## src/rtl/mult_sched_pkg.sv

```systemverilog
// Shared types and widths for the round-robin multiplier scheduler.
package mult_sched_pkg;
  localparam int OP_W     = 16;
  localparam int PROD_W   = 32;
  localparam int ID_MAX_W = 3;

  typedef struct packed {
    logic                valid;
    logic [ID_MAX_W-1:0] id;
    logic [PROD_W-1:0]   product;
  } stage_t;
endpackage

```

## src/rtl/mult_16x16_pipe.sv

```systemverilog
// LAT-deep unsigned 16x16 multiply pipeline carrying {valid, id, product};
// all stages advance together on en.
module mult_16x16_pipe
  import mult_sched_pkg::*;
#(
  parameter int LAT = 2,
  parameter int IDW = 2
) (
  input  logic            clk,
  input  logic            rst_n,
  input  logic            en,
  input  logic            in_valid,
  input  logic [IDW-1:0]  in_id,
  input  logic [OP_W-1:0] in_a,
  input  logic [OP_W-1:0] in_b,
  output stage_t          out_stage
);

  stage_t stg_p [LAT];

  always_ff @(posedge clk or negedge rst_n) begin
    if (!rst_n) begin
      for (int i = 0; i < LAT; i++) stg_p[i] <= '0;
    end else if (en) begin
      // stage 0: multiply and tag
      stg_p[0].valid   <= in_valid;
      stg_p[0].id      <= ID_MAX_W'(in_id);
      stg_p[0].product <= PROD_W'(in_a) * PROD_W'(in_b);
      // stages 1..LAT-1: plain delay, the last one is the response register
      for (int i = 1; i < LAT; i++) stg_p[i] <= stg_p[i-1];
    end
  end

  assign out_stage = stg_p[LAT-1];

endmodule

```

## src/rtl/mult_16x16_rr_sched.sv

```systemverilog
// Round-robin scheduler sharing one pipelined 16x16 multiplier among NREQ requesters.
// Optional MULT_ARB_PERF_EN adds busy_cnt / stall_cnt performance counters.
module mult_16x16_rr_sched
  import mult_sched_pkg::*;
#(
  parameter int NREQ = 4,
  parameter int LAT  = 2,
  parameter int IDW  = $clog2(NREQ)
) (
  input  logic                 clk,
  input  logic                 rst_n,
  input  logic [NREQ-1:0]      req_valid,
  output logic [NREQ-1:0]      req_ready,
  input  logic [NREQ*OP_W-1:0] req_a,
  input  logic [NREQ*OP_W-1:0] req_b,
  output logic                 rsp_valid,
  input  logic                 rsp_ready,
  output logic [IDW-1:0]       rsp_id,
  output logic [PROD_W-1:0]    rsp_product
`ifdef MULT_ARB_PERF_EN
  ,
  output logic [31:0]          busy_cnt,
  output logic [31:0]          stall_cnt
`endif
);

  logic            stall;
  logic [IDW-1:0]  rr_ptr;
  logic [IDW-1:0]  scan_id;
  logic [IDW-1:0]  gnt_id;
  logic            gnt_any;
  logic [NREQ-1:0] gnt;
  logic [OP_W-1:0] op_a;
  logic [OP_W-1:0] op_b;
  stage_t          pipe_out;
  logic            unused_id_bits;

  function automatic logic [IDW-1:0] rr_add(input logic [IDW-1:0] p, input int k);
    int s;
    s = int'(p) + k;
    if (s >= NREQ) s = s - NREQ;
    return s[IDW-1:0];
  endfunction

  assign stall = rsp_valid & ~rsp_ready;

  always_comb begin
    gnt     = '0;
    gnt_id  = '0;
    gnt_any = 1'b0;
    scan_id = '0;
    if (!stall) begin
      for (int k = 0; k < NREQ; k++) begin
        scan_id = rr_add(rr_ptr, k);
        if (!gnt_any && req_valid[scan_id]) begin
          gnt_any      = 1'b1;
          gnt_id       = scan_id;
          gnt[scan_id] = 1'b1;
        end
      end
    end
  end

  assign req_ready = rst_n ? gnt : '0;

  always_ff @(posedge clk or negedge rst_n) begin
    if (!rst_n)       rr_ptr <= '0;
    else if (gnt_any) rr_ptr <= rr_add(gnt_id, 1);
  end

  assign op_a = req_a[int'(gnt_id)*OP_W +: OP_W];
  assign op_b = req_b[int'(gnt_id)*OP_W +: OP_W];

  mult_16x16_pipe #(
    .LAT (LAT),
    .IDW (IDW)
  ) u_pipe (
    .clk       (clk),
    .rst_n     (rst_n),
    .en        (~stall),
    .in_valid  (gnt_any),
    .in_id     (gnt_id),
    .in_a      (op_a),
    .in_b      (op_b),
    .out_stage (pipe_out)
  );

  assign rsp_valid   = pipe_out.valid;
  assign rsp_id      = pipe_out.id[IDW-1:0];
  assign rsp_product = pipe_out.product;
  // tag field is sized for the largest NREQ; high bits are always zero here
  assign unused_id_bits = ^pipe_out.id;

`ifdef MULT_ARB_PERF_EN
  always_ff @(posedge clk or negedge rst_n) begin
    if (!rst_n) begin
      busy_cnt  <= '0;
      stall_cnt <= '0;
    end else begin
      if (gnt_any) busy_cnt  <= busy_cnt + 32'd1;
      if (stall)   stall_cnt <= stall_cnt + 32'd1;
    end
  end
`endif

endmodule

```

## config.mk

```make
export PLATFORM = sky130hd
export DESIGN_NAME = mult_16x16_rr_sched
export DESIGN_NICKNAME = d
export VERILOG_FILES = /design/src/rtl/mult_sched_pkg.sv /design/src/rtl/mult_16x16_pipe.sv /design/src/rtl/mult_16x16_rr_sched.sv
export SDC_FILE = /design/constraint.sdc
export NUM_CORES = 1
export LEC_CHECK = 0
export CORE_AREA = 2 2 234 236
export DETAILED_ROUTE_END_ITERATION = 6
export DIE_AREA = 0 0 236 238
export GPL_TIMING_DRIVEN = 1
export PLACE_DENSITY_LB_ADDON = 0.3
export SLEW_MARGIN = 20
export SYNTH_ARGS = -nofsm -noshare
export SYNTH_HDL_FRONTEND = slang
export SYNTH_HIERARCHICAL = 1
export SYNTH_SLANG_ARGS = --single-unit
```

## constraint.sdc

```tcl
create_clock -name clk -period 8.4 [get_ports clk]
set_input_delay 1.68 -clock clk [delete_from_list [all_inputs] [get_ports clk]]
set_output_delay 1.68 -clock clk [all_outputs]
set_load 0.01 [all_outputs]
```

# == Word-level counts from Yosys, hierarchy flattened ==
# Index checks and enable logic that the tools add are counted.
# W data, S select, Z words.
# word_totals
regBits,72
in_bits,135
out_inout_bits,39
word_cells,94
# classes
add_sub_neg,9
mul,1
order_cmp,13
n_shift,2
muxes,47
n_bitwise,5
reduce_logical,10
# op_table
cell,count
$shiftx A64 B7 Y16,2
$mux W4,9
$mul A16 B16 Y32,1
$mux W2,14
$mux W1,16
$ge A3 B3 Y1 const B,4
$lt A2 B3 Y1 const B,4
$or A4 B4 Y4,3
$sub A2 B1 Y2 const B,5
$bmux W1 S2,4
$demux W1 S2,4
$ge A2 B1 Y1 const B,4
$logic_and A1 B1 Y1,7
$add A2 B1 Y3 const B,2
$add A2 B2 Y3 const B,2
$ge A2 B3 Y1 const B,1
$logic_not A1 Y1,3
$and A1 B1 Y1,1
$not A1 Y1,1

# == Longest topological paths before layout ==
# depth
depth_word,22
mapped_depth,33
depth_no_buf,28

# == Modules after synthesis ==
# The synthesis kept the hierarchy.
# modules_own_cells
module,instances,cells_per_inst,area_each_um2,seq_area_each_um2
mult_16x16_pipe,1,1227,11646.2,1751.7
mult_16x16_rr_sched,1,178,1691.6,50.0

# == Least setup slack after synthesis ==
# Ideal clock, no wire load.
# synth_path
path_kind,input-to-reg
start,in req_valid[0]
end,reg u_pipe/stg_p[63] (netlist bit)
setup_time_ns,0.087
arrival_ns,8.712
required_time_ns,8.313
setup_slack_ns,-0.398
path_stages,28
n_path_buf,5
cell_sequence,buf_2 > mux4_2 > nor3b_1 > nor4_1 > a311o_1 > buf_6 > buf_12 > mux2i_1 > clkbuf_1 > nand2_1 > fa_1 > fa_1 > fa_1 > fa_1 > inv_1 > fa_1 > inv_1 > fa_1 > inv_1 > ha_1 > buf_4 > nand3_2 > nor3_2 > a22oi_2 > a2111oi_4 > o21bai_2 > or4_1 > o211ai_1
# synth_via
elab_chain_len,18
elab_cells_between_ends,28
classes_between,mul: 1; shift: 2; mux: 19; reduce/logical: 6
# synth_lines
item,line_no,text
from (decl),mult_16x16_rr_sched.sv:12,"input logic [NREQ-1:0] req_valid,"
$bmux W1 S2,mult_16x16_rr_sched.sv:55,if (!gnt_any && req_valid[scan_id]) begin
$mux W1 (implied by the code),mult_16x16_rr_sched.sv:55,
$mux W1,mult_16x16_rr_sched.sv:55,
$mux W1,mult_16x16_rr_sched.sv:52,if (!stall) begin
$logic_not A1 Y1,mult_16x16_rr_sched.sv:55,
$logic_and A1 B1 Y1,mult_16x16_rr_sched.sv:55,
$mux W1,mult_16x16_rr_sched.sv:55,
$mux W1,mult_16x16_rr_sched.sv:52,
[... 3 more ...],n/a,
$mux W1,mult_16x16_rr_sched.sv:52,
$logic_not A1 Y1,mult_16x16_rr_sched.sv:55,
$logic_and A1 B1 Y1,mult_16x16_rr_sched.sv:55,
$mux W2 *,mult_16x16_rr_sched.sv:55,
$mux W2 *,mult_16x16_rr_sched.sv:52,
$shiftx A64 B7 Y16 *,mult_16x16_rr_sched.sv:72,assign op_b = req_b[int'(gnt_id)*OP_W +: OP_W];
via op_b[2],mult_16x16_rr_sched.sv:34,logic [OP_W-1:0] op_b;
$mul A16 B16 Y32 *,mult_16x16_pipe.sv:28,stg_p[0].product <= PROD_W'(in_a) * PROD_W'(in_b);
to (decl),mult_16x16_pipe.sv:19,stage_t stg_p [LAT];
# The timed path passes the listed nets; every way through them passes the cells marked *. The select of a mux whose other input is x is not followed.
# A chain may end at the register's enable or synchronous reset.

# == Worst setup path in the final report ==
# layout_path
start,in req_valid[2]
end,reg u_pipe/stg_p[59] (netlist bit)
# The elaborated chain is that of the path after synthesis.

==> tab_implementation.tex <==
\begin{tabular}{lr}
\hline
Metric & Value \\
\hline
\multicolumn{2}{l}{\textbf{Clock tree}} \\
CTS tree & done \\
Post-CTS Hold Buffers & 0 \\
CTS Root Buffer Type & sky130\_fd\_sc\_hd\_\_clkbuf\_16 \\
Clock transition at the register clock pins on the worst setup and hold paths after CTS & 0.06 ns \\
CTS max path bufs & 2 \\
Total CTS buffers & 9 \\
Number of clock sinks & 72 \\
H-Tree Depth & 3 \\
Clk\_lat worst skew & 0.36 ns \\
\multicolumn{2}{l}{\textbf{Final layout}} \\
Finished Core Util & 35.4\% \\
Share of cells above drive strength 1 & 28.1\% \\
Antenna diode instance count & 0 \\
Final \#Nets & $\sim$2200 \\
Signed area change from the synthesized netlist to the final layout & 41.9\% \\
\multicolumn{2}{l}{\textbf{Synthesis}} \\
Synthesized cell area & approximately 0.013 mm² \\
Warning count from the yosys run & 6 \\
Net count after synthesis & 1844 \\
Synthesized area divided by synthesized cell count & 9.50 µm² \\
Post-synthesis cell count & 1403 \\
\multicolumn{2}{l}{\textbf{Worst setup path}} \\
Worst-path maximum fanout & 8 \\
Crit Path Category & in2reg \\
Slowest cell on the critical path & sky130\_fd\_sc\_hd\_\_fa\_1 \\
Capture point of the worst reg-to-reg path & u\_pipe/stg\_p[59] \\
R2R Path Start & rr\_ptr[0] \\
Required time worst endpoint & 8.64 ns \\
Critical path endpoint & u\_pipe/stg\_p[59] \\
Most used cell, CP & sky130\_fd\_sc\_hd\_\_fa\_1 \\
Worst setup path startpoint & req\_valid[2] \\
Cell depth of the worst flop-to-flop path & 33 \\
Delay of the slowest critical-path stage & 0.52 ns \\
Arrival time at the worst endpoint & 8.67 ns \\
Category of the worst setup path capture point & flop \\
Kind of start point of the critical path & input pin \\
Setup slack of the most critical reg-to-reg path & $\sim$0.55 ns \\
\multicolumn{2}{l}{\textbf{STA}} \\
Highest attainable clock frequency & 0.119 GHz \\
Setup repair after global routing missed its margin & true \\
Worst-Margin Slew & 0.694 ns \\
Minimum clock period & 8.43 ns \\
Count of final max-slew check failures & 0 \\
Setup violations, final & 2 \\
Final Cycle Share & 100\% \\
Final clock skew & 0.0105 ns \\
Slew headroom & 53.7\% \\
Setup WS post-layout & -0.0307 ns \\
Number of hold violations in the final report & 0 \\
\multicolumn{2}{l}{\textbf{Route}} \\
Count of vias placed by the detailed router & 10900 \\
Routed wire length & 39200 µm \\
Post-detailed-route DRC marker count & 0 \\
Detailed router's first-iteration violation count & about 460 \\
Antenna Nets Post-Route & 0 \\
Via-per-instance ratio & 4.42 \\
Per-cell routed wire length & 15.9 µm \\
Pre-antenna DRT Iters & 4 \\
\multicolumn{2}{l}{\textbf{Floorplanning}} \\
Cell Rows & 85 \\
Die span in x & 236 µm \\
Starting Density & 24.9\% \\
IO Count & 174 \\
Die ar. & 0.0562 mm² \\
Die height & 238 µm \\
Core footprint & 0.0535 mm² \\
\multicolumn{2}{l}{\textbf{GRT}} \\
GRT met1 Usage & 18.2\% \\
Pin count of the biggest net entering global routing & 53 \\
Global-route wire length before repair & 63400 µm \\
Overall fraction of global-route tracks in use & $\sim$14\% \\
Busiest grt layer & met2 \\
Initial antenna violation count & 1 \\
Number of global-route vias before repair & 11700 \\
Total congestion overflow after global routing & 0 \\
Met3 track utilization from global routing & 2.64\% \\
Global routing met2 resource utilization & 25.2\% \\
\multicolumn{2}{l}{\textbf{Placement}} \\
GPL Wtd Cong & 0.808 \\
Hpwl dp & between 30000 and 40000 µm \\
Number of buffer cells added on primary ports & roughly 170 \\
\multicolumn{2}{l}{\textbf{Hold path}} \\
HP Class & reg2reg \\
Worst hold start & u\_pipe/stg\_p[44] \\
\multicolumn{2}{l}{\textbf{Flow run}} \\
Max-capacitance violation count & 0 \\
\multicolumn{2}{l}{\textbf{Status}} \\
Failing checks & setup timing \\
Status & complete, but fails checks \\
\hline
\end{tabular}
-- routing by layer --
metal  vias to the layer above  routed length (µm)
met2                       215               19500
li1                       5148                   -
met3                        31                1860
met1                      5461               17300
met4                         2                 454
met5                         -                   8
-- cell type report --
type                       count  area [µm²]
fill                        5412       34600
multi-input combinational    995       10900
clock inverter                 6        85.1
tap                          696         871
clock buffer                   9         225
sequential                    72        1800
inverter                     234         883
timing repair buffer         446        4200
-- worst max-delay path, delay by kind of cell --
kind                     cells  cell delay [ns]
XOR/XNOR                     1             0.15
AND/OR/NAND/NOR              5             0.55
AO/OA/AOI/OAI                3             0.95
multiplexers                 3             0.92
buffers and inverters       13             1.41
adder cells (fa/ha/maj)      7             2.99
-- metrics by stage --
| stage | TNS [ns] | hold WS [ns] | setup WS, ns | std cells | instance area [µm²] |
|---|---|---|---|---|---|
| 2_1_floorplan | -1.09 | 0.446 | -0.187 | 1403 | 13700 |
| 3_3_place_gp | -16.90 | 0.473 | -0.981 | 2391 | 17300 |
| 3_5_place_dp | -19.16 | 0.478 | -1.13 | 2391 | 17300 |
| 4_1_cts | -0.142 | 0.492 | -0.142 | 2428 | 18100 |
| 5_1_grt | -2.80 | 0.513 | -0.278 | 2458 | 18900 |
| 6_report | -0.0605 | 0.490 | -0.0307 | 2458 | 18900 |
-- placed cells by master (no fill, tap or decap), drive strengths merged, types with 14 or more instances in the layout --
| cell type | count |
|---|---|
| a21o | 14 |
| a21oi | 40 |
| and2 | 124 |
| buf | 278 |
| clkdlybuf4s50 | 167 |
| dfrtp | 72 |
| fa | 194 |
| ha | 112 |
| inv | 233 |
| mux2 | 59 |
| mux2i | 102 |
| nand2 | 158 |
| nor2 | 33 |
| o21ai | 22 |
| xnor2 | 15 |
-- sequential cells by signal, summed over array words and instances (netlist names) --
signal            flops
u_pipe/out_stage     35
u_pipe/stg_p         35
rr_ptr                2
-- what timing repair did --
action	CTS	global route
setup buffers	22	32
gates resized for setup	80	113
endpoints found under the setup margin	22	21
pin swaps	31	66
cloned	1	0
-- worst min-delay path by stage --
| stage | end | cells past startpoint |
|---|---|---|
| 5_1_grt | u_pipe/stg_p[44] | 2 |
| 2_1_floorplan | u_pipe/stg_p[44] | 2 |
| 4_1_cts | u_pipe/stg_p[44] | 2 |
| 6_report | u_pipe/stg_p[44] | 2 |
| 3_5_place_dp | u_pipe/stg_p[44] | 2 |
| 3_3_place_gp | u_pipe/stg_p[44] | 2 |
Power is left out: the tool's default activity adds up to more than one toggle a clock period on the data nets, which glitch-free logic cannot reach.
